==> config.mk <==
export PLATFORM = sky130hd
export DESIGN_NAME = smart_house_remote
export DESIGN_NICKNAME = d
export VERILOG_FILES = /design/src/rtl/smart_house_remote.sv
export SDC_FILE = /design/constraint.sdc
export NUM_CORES = 1
export LEC_CHECK = 0
export CORE_ASPECT_RATIO = 1.1
export CORE_MARGIN = 2
export CORE_UTILIZATION = 35
export DETAILED_ROUTE_END_ITERATION = 8
export SETUP_SLACK_MARGIN = 0.15
export SLEW_MARGIN = 5
export SYNTH_ARGS = -nofsm -noshare
export SYNTH_HDL_FRONTEND = slang
export SYNTH_SLANG_ARGS = --single-unit
==> constraint.sdc <==
create_clock -name clock -period 3.1 [get_ports clock]
set_input_delay 0.465 -clock clock [delete_from_list [all_inputs] [get_ports clock]]
set_output_delay 0.465 -clock clock [all_outputs]
set_load 0.03 [all_outputs]
==> src/rtl/smart_house_remote.sv <==
// smart_house_remote: command-side transmitter for the smart-house controller.
// Serialises the ASCII command "openwindow" over an 8-bit character bus with a
// per-character valid/ack handshake, inter-character gaps and an ack timeout.
// It also holds a clamped temperature setpoint and stretches doorbell presses
// into fixed-width ring pulses. Those two paths run independently of the FSM.
//
// Optional build macro: CLOSE_CMD_EN
//   When defined, this adds the send_close input and a second command string,
//   "closewindow". If send_open and send_close arrive in the same idle cycle,
//   send_open wins.
module smart_house_remote #(
    parameter int unsigned TIMEOUT_CYCLES = 16,
    parameter int unsigned GAP_CYCLES     = 1,
    parameter int unsigned RING_CYCLES    = 4,
    parameter int unsigned TEMP_MIN       = 10,
    parameter int unsigned TEMP_MAX       = 40,
    parameter int unsigned TEMP_RESET     = 24
) (
    input  logic        clock,
    input  logic        reset,
    input  logic        send_open,
`ifdef CLOSE_CMD_EN
    input  logic        send_close,
`endif
    input  logic        ack,
    input  logic [31:0] temp_set,
    input  logic        temp_load,
    input  logic        ring_btn,
    output logic [7:0]  char_req,
    output logic        char_valid,
    output logic        busy,
    output logic        done,
    output logic        error,
    output logic [31:0] temp_req,
    output logic        ring_req
);

    typedef enum logic [2:0] {
        ST_IDLE,
        ST_SEND,
        ST_GAP,
        ST_DONE,
        ST_ABORT
    } state_t;

    localparam logic [7:0]  TMO_LAST  = 8'(TIMEOUT_CYCLES - 1);
    localparam logic [3:0]  GAP_LAST  = 4'(GAP_CYCLES - 1);
    localparam logic [7:0]  RING_LOAD = 8'(RING_CYCLES);
    localparam logic [31:0] T_MIN     = 32'(TEMP_MIN);
    localparam logic [31:0] T_MAX     = 32'(TEMP_MAX);
    localparam logic [31:0] T_RST     = 32'(TEMP_RESET);

    state_t      state;
    state_t      state_n;
    logic [3:0]  idx;
    logic [3:0]  idx_n;
    logic [7:0]  tmo_cnt;
    logic [7:0]  tmo_n;
    logic [3:0]  gap_cnt;
    logic [3:0]  gap_n;
    logic        err_q;
    logic        err_n;

    logic        start;
    logic [3:0]  last_idx;
    logic [7:0]  cur_char;

`ifdef CLOSE_CMD_EN
    logic        sel_close;
    logic        sel_close_n;
`endif

    logic        ring_prev;
    logic [7:0]  ring_cnt;
    logic [31:0] temp_q;

    function automatic logic [7:0] open_char(input logic [3:0] i);
        case (i)
            4'd0:    return 8'h6F; // o
            4'd1:    return 8'h70; // p
            4'd2:    return 8'h65; // e
            4'd3:    return 8'h6E; // n
            4'd4:    return 8'h77; // w
            4'd5:    return 8'h69; // i
            4'd6:    return 8'h6E; // n
            4'd7:    return 8'h64; // d
            4'd8:    return 8'h6F; // o
            4'd9:    return 8'h77; // w
            default: return 8'h00;
        endcase
    endfunction

`ifdef CLOSE_CMD_EN
    function automatic logic [7:0] close_char(input logic [3:0] i);
        case (i)
            4'd0:    return 8'h63; // c
            4'd1:    return 8'h6C; // l
            4'd2:    return 8'h6F; // o
            4'd3:    return 8'h73; // s
            4'd4:    return 8'h65; // e
            4'd5:    return 8'h77; // w
            4'd6:    return 8'h69; // i
            4'd7:    return 8'h6E; // n
            4'd8:    return 8'h64; // d
            4'd9:    return 8'h6F; // o
            4'd10:   return 8'h77; // w
            default: return 8'h00;
        endcase
    endfunction
`endif

    function automatic logic [31:0] clamp_temp(input logic [31:0] v);
        if (v < T_MIN) begin
            return T_MIN;
        end else if (v > T_MAX) begin
            return T_MAX;
        end else begin
            return v;
        end
    endfunction

    // Select the active command string, its last index and the request strobe.
    always_comb begin
`ifdef CLOSE_CMD_EN
        start    = send_open | send_close;
        cur_char = sel_close ? close_char(idx) : open_char(idx);
        last_idx = sel_close ? 4'd10 : 4'd9;
`else
        start    = send_open;
        cur_char = open_char(idx);
        last_idx = 4'd9;
`endif
    end

    // Next-state, index, timeout and gap counters for the transmit FSM.
    always_comb begin
        state_n = state;
        idx_n   = idx;
        tmo_n   = tmo_cnt;
        gap_n   = gap_cnt;
        err_n   = err_q;
`ifdef CLOSE_CMD_EN
        sel_close_n = sel_close;
`endif
        case (state)
            ST_IDLE: begin
                if (start) begin
                    state_n = ST_SEND;
                    idx_n   = '0;
                    tmo_n   = '0;
                    gap_n   = '0;
                    err_n   = 1'b0;
`ifdef CLOSE_CMD_EN
                    sel_close_n = ~send_open;
`endif
                end
            end
            ST_SEND: begin
                if (ack) begin
                    tmo_n = '0;
                    if (idx == last_idx) begin
                        state_n = ST_DONE;
                    end else begin
                        idx_n = idx + 4'd1;
                        // With no gap the next character goes out back-to-back.
                        if (GAP_CYCLES == 0) begin
                            state_n = ST_SEND;
                        end else begin
                            state_n = ST_GAP;
                            gap_n   = '0;
                        end
                    end
                end else if (tmo_cnt == TMO_LAST) begin
                    state_n = ST_ABORT;
                    err_n   = 1'b1;
                end else begin
                    tmo_n = tmo_cnt + 8'd1;
                end
            end
            ST_GAP: begin
                if (gap_cnt == GAP_LAST) begin
                    state_n = ST_SEND;
                    tmo_n   = '0;
                end else begin
                    gap_n = gap_cnt + 4'd1;
                end
            end
            ST_DONE: begin
                state_n = ST_IDLE;
            end
            ST_ABORT: begin
                state_n = ST_IDLE;
            end
            default: begin
                state_n = ST_IDLE;
            end
        endcase
    end

    // Transmit FSM state register and its counters.
    always_ff @(posedge clock or negedge reset) begin
        if (!reset) begin
            state   <= ST_IDLE;
            idx     <= '0;
            tmo_cnt <= '0;
            gap_cnt <= '0;
            err_q   <= 1'b0;
`ifdef CLOSE_CMD_EN
            sel_close <= 1'b0;
`endif
        end else begin
            state   <= state_n;
            idx     <= idx_n;
            tmo_cnt <= tmo_n;
            gap_cnt <= gap_n;
            err_q   <= err_n;
`ifdef CLOSE_CMD_EN
            sel_close <= sel_close_n;
`endif
        end
    end

    // Temperature setpoint: clamp on load, independent of the FSM.
    always_ff @(posedge clock or negedge reset) begin
        if (!reset) begin
            temp_q <= T_RST;
        end else if (temp_load) begin
            temp_q <= clamp_temp(temp_set);
        end
    end

    // Doorbell stretcher: a rising edge (re)loads the counter.
    always_ff @(posedge clock or negedge reset) begin
        if (!reset) begin
            ring_prev <= 1'b0;
            ring_cnt  <= '0;
        end else begin
            ring_prev <= ring_btn;
            if (ring_btn && !ring_prev) begin
                ring_cnt <= RING_LOAD;
            end else if (ring_cnt != '0) begin
                ring_cnt <= ring_cnt - 8'd1;
            end
        end
    end

    // Outputs are decoded from registered state, so reset clears them at once.
    always_comb begin
        char_valid = (state == ST_SEND);
        char_req   = char_valid ? cur_char : 8'h00;
        busy       = (state == ST_SEND) || (state == ST_GAP);
        done       = (state == ST_DONE);
        error      = err_q;
        temp_req   = temp_q;
        ring_req   = (ring_cnt != '0);
    end

endmodule

======== After elaboration in Yosys (flattened, before gate mapping) ========
Memories as Yosys holds them, arrays and structs flattened.
Index checks and enable logic that the tools add are counted.
operators by class
  $add $sub $neg .......................... 4
  muxes and demuxes ....................... 28
  equal/unequal tests ..................... 14
  reductions and logical operators ........ 14
  order comparisons ....................... 2
operators by type and width
  kind                                                  count
  2-to-1 mux 32 bit                                     2
  2-to-1 mux 8 bit                                      7
  > comparator 32 x 6 -> 1 bit (second input constant)  1
  < comparator 32 x 4 -> 1 bit (second input constant)  1
  2-to-1 mux 4 bit                                      6
  one-hot mux 8 bit (3 select lines)                    1
  2-to-1 mux 3 bit                                      4
  != test 2 bit (second input constant)                 6
  one-hot mux 4 bit (3 select lines)                    1
  AND reduction 4 bit                                   3
  one-hot mux 3 bit (3 select lines)                    1
  adder 4 x 1 -> 4 bit (second input constant)          2
  adder 8 x 1 -> 8 bit (second input constant)          1
  == test 8 x 4 -> 1 bit (second input constant)        1
  one-hot mux 4 bit (2 select lines)                    1
  nonzero test 8 bit                                    1
  subtractor 8 x 1 -> 8 bit (second input constant)     1
  == test 3 x 2 -> 1 bit (second input constant)        2
  AND reduction 5 bit                                   1
  == test 4 bit (second input constant)                 1
  zero test 4 bit                                       1
  2-to-1 mux 1 bit                                      4
  nonzero test 2 bit                                    2
  == test 3 x 1 -> 1 bit (second input constant)        1
  other kinds (10)                                      10
storage, ports and cells
  input bits .............................. 38
  register bits after elaboration ......... 61
  output and inout port bits .............. 45
  memories kept ........................... 1
  ROM bits ................................ 112
memory list
  name              words  bits a word  rd ports  clocked after memory_dff  write ports  line  source
  (name not given)  16     7            1         0                         0            78    case (i)

======== Logic depth before layout (Yosys ltp) ========
Gate-level depths: netlist of run 1.
  depth in word-level cells ............... 4
  depth in mapped cells ................... 7
  depth with buffers taken out ............ 6

======== Worst setup path after synthesis of run 1 ========
OpenSTA, ideal clock, no wires.
  kind .................................... reg-to-output
  start ................................... register state[2]
  end ..................................... output char_req[1]
  path buffers ............................ 2
  slack ................................... 0.783 ns
  cell stages (with the launch flop) ...... 7
  arrival ................................. 1.852 ns
  cell sequence ........................... dfrtp_1 > buf_6 > or3b_1 > buf_2 > inv_1 > nand2_1 > a21oi_1
between the ends
  longest elaborated chain between the ends .. 2
RTL lines
  element                 line  source
  from (decl)             53    state_t state;
  from (signal assigned)  212   state <= state_n;
  == test 3 x 1 -> 1 bit  249   char_valid = (state == ST_SEND);
  via char_valid          30    output logic char_valid,
  2-to-1 mux 8 bit        250   char_req = char_valid ? cur_char : 8'h00;
  to (decl)               29    output logic [7:0] char_req,
The timed path passes the listed nets, and every way through them passes these cells.

======== Final worst setup path of run 1 ========
  start ................................... register idx[0]
  end ..................................... output char_req[3]
between the ends
  longest elaborated chain between the ends .. 2
RTL lines
  element                 line  source
  from (decl)             55    logic [3:0] idx;
  from (signal assigned)  213   idx <= idx_n;
  memory (16 x 7 bit)     -
  2-to-1 mux 8 bit        250
No other way between the ends.

==> run metrics, run 1 <==
status=finished clean; commonest non-fill, non-tap cell in the layout=clkdlybuf4s50_1; CTS max path bufs=2; slowest stage delay, CP=0.67 ns; maximum vdd drop=0.000227 V; sequential share of power=36.0%; Initial Util=36.4%; slew of the pin with the lowest slew margin=0.796 ns; Final Max Tran Viols=0; Setup crit start=idx[0]; ys async rst share=100%; register bit count reported by yosys=61; first-pass GRT wire length=11800 microns; commonest cells after routing, fill and taps aside=clkdlybuf4s50_1 (77), dfrtp_1 (59), nor2b_1 (35); wire per inst=13.5 microns; area occupied by multi-input gates=1370 sq um; DP Wirelength=5050 microns; Most used DFF post-synth=dfrtp_1; critical path startpoint category=register; hold buffers post-CTS=0; Core Area=8450 sq um; die area=9550 sq um; CP required=2.63 ns; Avg Cell Area, Syn=9.88 sq um; Global Route met1 Usage=20.1%; routing usage on met3=4.13%; unrepaired setup endpoints after global routing=no; critical path fanouts, max=8; Setup crit end kind=output port; Yosys cell types=51; Die X=93.3 microns; Yosys top cell area share=48.0%; area delta synth->final=34.9%; post-layout min period=2.84 ns; Power Density=660 nW/um^2; Final #Nets=436; crit path kind=register to output port; Critical Path Sink=char_req[3]; Reg2Reg Depth=6; worst r2r dst=tmo_cnt[7]; Synth Cell Area=3070 sq um; antenna fix cells=0; Clk network pwr share=25.7%; total I/O pin count=83; main area contributors after synthesis=dfrtp_1 (48%), nor2b_1 (7.1%), ha_1 (3.7%), a21oi_1 (3.1%), nor2_1 (2.9%); grt met2 use=24.8%; total negative slack=0 ns; Final Hold Fails=0; Lkg Pwr=1.81 nW; Mapped Nets=358; clock root cell=clkbuf_8; Worst-path clk slew=0.07 ns; initial antenna violation count=0; Comb pwr share=38.2%; CP max stage cell=clkdlybuf4s50_1; Synth area leader=dfrtp_1; Crit Reg-Reg Startpoint=gap_cnt[0]; Initial DRC Count=84; first-pass detailed-route iteration total=4; GRT Total Usage=15.6%; number of core rows=35; Final Util=49.1%; Layout fillers=772; fin crit share=91.5%; Skew-Pair Late Insertion Delay=0.34 ns; Synth Instances=311; final antenna-violating net count=0; Clock Skew=0.00528 ns; vias in the first global route=2521; internal cell power=1.69 mW; # port buffers=81; cts bufs inserted=9; CTS H-tree depth=3; synthesis warning total=0; CTS tree=yes; EDFF count, synth=0; Hold Path Class=input pin to async pin; via count=2487; Peak Freq=0.352 GHz; net load switching power=1.05 mW; FF+latch area=1530 sq um; register-to-register setup slack=0.93 ns; maxcap violations=0; layout cells sized above 1=9.64%; via-per-instance ratio=4.92; switch share=38.2%; setup violators final=0; final global-route overflow total=0; DR DRC count=0; Die Height=102 microns; GP Congestion=0.822; sequential fraction of the synthesis area=49.8%; GR peak layer=met2; CTS sink count=61; Relative slew margins=46.8%; final wirelength=6810 microns; largest net degree at the start of global routing=25; CP Data Arrival Time=2.37 ns; CP cell instances=inv_1 -> ha_1 -> nor2b_1 -> nor3_1 -> a21oi_1 -> nor2_1 -> clkdlybuf4s50_1
[area by class of cell]
class / count / share of cell area [%]
Inverter: 16 / 1.45
Multi-Input combinational cell: 215 / 33.1
Tap cell: 111 / 3.35
Clock inverter: 7 / 1.81
Timing Repair Buffer: 86 / 20.4
Sequential cell: 61 / 36.9
Clock buffer: 9 / 2.99
[synth_stat cells (3+ instances only)]
library cell  instances
a21oi_1              19
o22ai_1               3
nor4_1                9
nand2_1              12
o21ai_0              16
buf_4                 4
nand2b_1              8
nand3_1               8
xor2_1                4
a31o_2                5
nand4_1               3
mux2i_1               4
nor2b_1              35
a21o_1                3
inv_1                16
nand3b_1              3
ha_1                  9
o31ai_1               6
nor2_1               24
nor3_1                6
or4_1                 7
buf_6                 3
dfrtp_1              59
clkbuf_1              9
[kinds of logic after synthesis]
kind of cell / synth area share (%)
other: 0.122
DFF: 49.8
adders and majority gates: 3.66
muxes: 1.30
and+or+nand+nor: 24.1
xor gates and xnor gates: 1.43
AOI/OAI and AO/OA: 14.1
buffers and inverters: 5.58
[power by group through the flow]
| stage | Combinational [mW] | Sequential (mW) | Clock (mW) |
|---|---|---|---|
| after floorplan | 0.773 | 0.967 | 0 |
| after global placement | 1.04 | 0.994 | 0 |
| after detailed placement | 1.06 | 0.999 | 0 |
| after CTS | 1.06 | 0.985 | 0.728 |
| after global routing | 1.17 | 1.00 | 0.762 |
| final | 1.05 | 0.986 | 0.705 |
[critical path, delay by kind of cell (launching register included)]
kind	cells	cell delay, ns
DFF	1	0.47
AOI/OAI and AO/OA	1	0.06
adders and majority gates	1	0.31
and+or+nand+nor	3	0.43
buffers and inverters	2	0.77
[state kept, by name (all words and copies together), names as in the netlist]
| signal | cells |
|---|---|
| temp_req | 32 |
| ring_cnt | 8 |
| tmo_cnt | 8 |
| gap_cnt | 4 |
| idx | 4 |
| state | 3 |
| error | 1 |
| ring_prev | 1 |
[stage by stage]
stage	hold slack [ns]	area [sq um]	instances	total power, mW	setup slack [ns]
final	0.125	4150	505	2.74	0.262
after global routing	0.166	4150	505	2.93	0.152
after CTS	0.132	4140	505	2.77	0.206
after detailed placement	0.485	3940	489	2.06	0.531
after global placement	0.479	3940	489	2.04	0.576
after floorplan	0.169	3070	311	1.74	0.783
[timing repair]
item,CTS,global route
gates resized for setup,1,2
pin swaps,0,0
setup endpoints to repair,1,2
buffers inserted,0,0
[per-layer routing]
layer  routed length [microns]  vias to the layer above  share of wire [%]
li1                          -                     1244                  -
met1                      3060                     1169                 45
met3                       377                        9                5.5
met5                         0                        -                  0
met4                       114                        0                1.7
met2                      3260                       65                 48
[worst min path at each step]
stage,from,endpoint
6_report,reset,gap_cnt[1]
5_1_grt,reset,ring_cnt[2]
3_3_place_gp,temp_req[3],temp_req[3]
4_1_cts,reset,ring_cnt[2]
2_1_floorplan,reset,error
3_5_place_dp,temp_req[21],temp_req[21]
(Power assumes the default switching activity.)
==> run 2, diff against run 1 <==
==> constraint.sdc (replaced) <==
create_clock -name clock -period 3.1 [get_ports clock]
set_input_delay 0.465 -clock clock [delete_from_list [all_inputs] [get_ports clock]]
set_output_delay 0.465 -clock clock [all_outputs]
set_load 0.01 [all_outputs]
==> run 2 against run 1 <==
  * Sequential share of layout area shrank 0.24 points
  * Global-route usage is 0.27 points lower
  * Clock-buffer cell count grew 1
  * Power rose by 0.98%
  * Register-to-register slack about the same
  * Critical path type unchanged
  * Largest cell class unchanged
  * Largest power group is now registers
==> run metrics, run 2 (synthesis gave the netlist of run 1 again) <==
status=finished clean (unchanged); hold buffers post-CTS=0 (unchanged); CP Data Arrival Time=2.32 ns (was 2.37 ns); DP Wirelength=4980 microns (was 5050 microns); Die Height=102 microns (unchanged); Relative slew margins=45.2% (was 46.8%); crit-path leading delay family=simple AND/OR/NAND/NOR gates (was buffers and inverters); GP Congestion=0.812 (was 0.822); first-pass GRT wire length=11500 microns (was 11800 microns); Core Area=8450 sq um (unchanged); Initial DRC Count=128 (was 84); final antenna-violating net count=0 (unchanged); initial antenna violation count=0 (unchanged); CP max stage cell=or4_1 (was clkdlybuf4s50_1); layout cells sized above 1=9.41% (was 9.64%); CTS tree=yes (unchanged); Clock Skew=0.00443 ns (was 0.00528 ns); setup violators final=0 (unchanged); post-CTS sizing=0 (was 1); wire per inst=13.5 microns (about the same); via-per-instance ratio=4.98 (was 4.92); Final Hold Fails=0 (unchanged); die area=9550 sq um (unchanged); critical path fanouts, max=7 (was 8); area delta synth->final=35.9% (was 34.9%); final global-route overflow total=0 (unchanged); final wirelength=6810 microns (about the same); buffers and inverters on the worst path=1 (was 2); Cell Area, Placed=3940 sq um (about the same); total negative slack=0 ns (unchanged); maximum vdd drop=0.000243 V (was 0.000227 V); CTS sink count=61 (unchanged); Skew-Pair Late Insertion Delay=0.33 ns (was 0.34 ns); unrepaired setup endpoints after global routing=no (unchanged); # port buffers=81 (unchanged); vias in the first global route=2452 (was 2521); GRT Total Usage=15.3% (was 15.6%); # Post-CTS Setup Buffers=0 (unchanged); commonest non-fill, non-tap cell in the layout=clkdlybuf4s50_1 (unchanged); slew of the pin with the lowest slew margin=0.820 ns (was 0.796 ns); Peak Freq=0.359 GHz (was 0.352 GHz); Initial Util=36.4% (unchanged); post-layout min period=2.79 ns (was 2.84 ns); crit path kind=register to output port (unchanged); DR DRC count=0 (unchanged); via count=2509 (was 2487); number of core rows=35 (unchanged); CTS H-tree depth=3 (unchanged); clock root cell=clkbuf_8 (unchanged); final instance area=4180 sq um (was 4150 sq um); Min Hold Slack=0.170 ns (was 0.125 ns); Final Max Tran Viols=0 (unchanged); Setup crit end kind=output port (unchanged); slowest stage delay, CP=0.63 ns (was 0.67 ns); Final #Nets=435 (was 436); Worst-path clk slew=0.07 ns (about the same); Lkg Pwr=1.80 nW (was 1.81 nW); cts bufs inserted=9 (unchanged); CTS max path bufs=2 (unchanged); Power Density=662 nW/um^2 (was 660 nW/um^2); antenna fix cells=0 (unchanged); Hold Path Class=input pin to async pin (unchanged); maxcap violations=0 (unchanged); max reg flops=32 (unchanged); total I/O pin count=83 (unchanged); fin crit share=89.9% (was 91.5%); Die X=93.3 microns (unchanged); largest net degree at the start of global routing=32 (was 25); critical path startpoint category=register (unchanged); CP required=2.63 ns (about the same); CP cell instances=or4_1 -> or3_1 -> clkdlybuf4s50_1 (was inv_1 -> ha_1 -> nor2b_1 -> nor3_1 -> a21oi_1 -> nor2_1 -> clkdlybuf4s50_1); commonest cells after routing, fill and taps aside=clkdlybuf4s50_1 (80), dfrtp_1 (58), nor2b_1 (35) (was clkdlybuf4s50_1 (77), dfrtp_1 (59), nor2b_1 (35)); first-pass detailed-route iteration total=4 (unchanged)
[run 2: final timing paths]
check | slack (ns) | endpoint | cells past startpoint | from
worst min-delay path | 0.17 | gap_cnt[0] | 1 | reset
worst min register to register | 0.49 | temp_req[3] | 2 | temp_req[3]
min in group clock | 0.49 | temp_req[3] | 2 | temp_req[3]
worst max-delay path | 0.31 | ring_req | 3 | ring_cnt[5]
max in group asynchronous | 2.15 | temp_req[3] | 2 | reset
worst max register to register | 0.93 | tmo_cnt[3] | 6 | gap_cnt[0]
[run 2: where the power goes]
part,switching [mW],total (mW),internal [mW],leakage [nW]
sequential,0.133,1.01,0.878,0.821
clock,0.317,0.851,0.534,0.116
combinational,0.463,0.902,0.439,0.862
total,0.913,2.76,1.85,1.80
[run 2: layer usage]
metal / GRT usage (%) / wire length (microns) / vias up
met3: 4.72 / 359 / 6
met1: 20.1 / 3180 / 1191
met2: 23.5 / 3190 / 68
met5: 0 / 0 / -
li1: - / - / 1244
met4: 6.45 / 82 / 0
[run 2: per-stage QoR]
stage	setup slack [ns]	total power [mW]	cells	utilization, %
after floorplan	1.07	1.62	311	-
after global placement	0.619	1.90	488	46.6
after detailed placement	0.542	1.93	488	46.6
after CTS	0.170	2.79	504	49.4
after global routing	0.173	2.96	504	49.4
final	0.314	2.76	504	49.4
[run 2: cell type report]
type / count / area [sq um]
fillers: 777 / 4280
clock inverters: 6 / 111
multi-input cells: 215 / 1370
well taps: 111 / 139
flip-flops and latches: 61 / 1530
inverters: 16 / 60.1
repair buffers: 85 / 836
clock buffers: 10 / 128
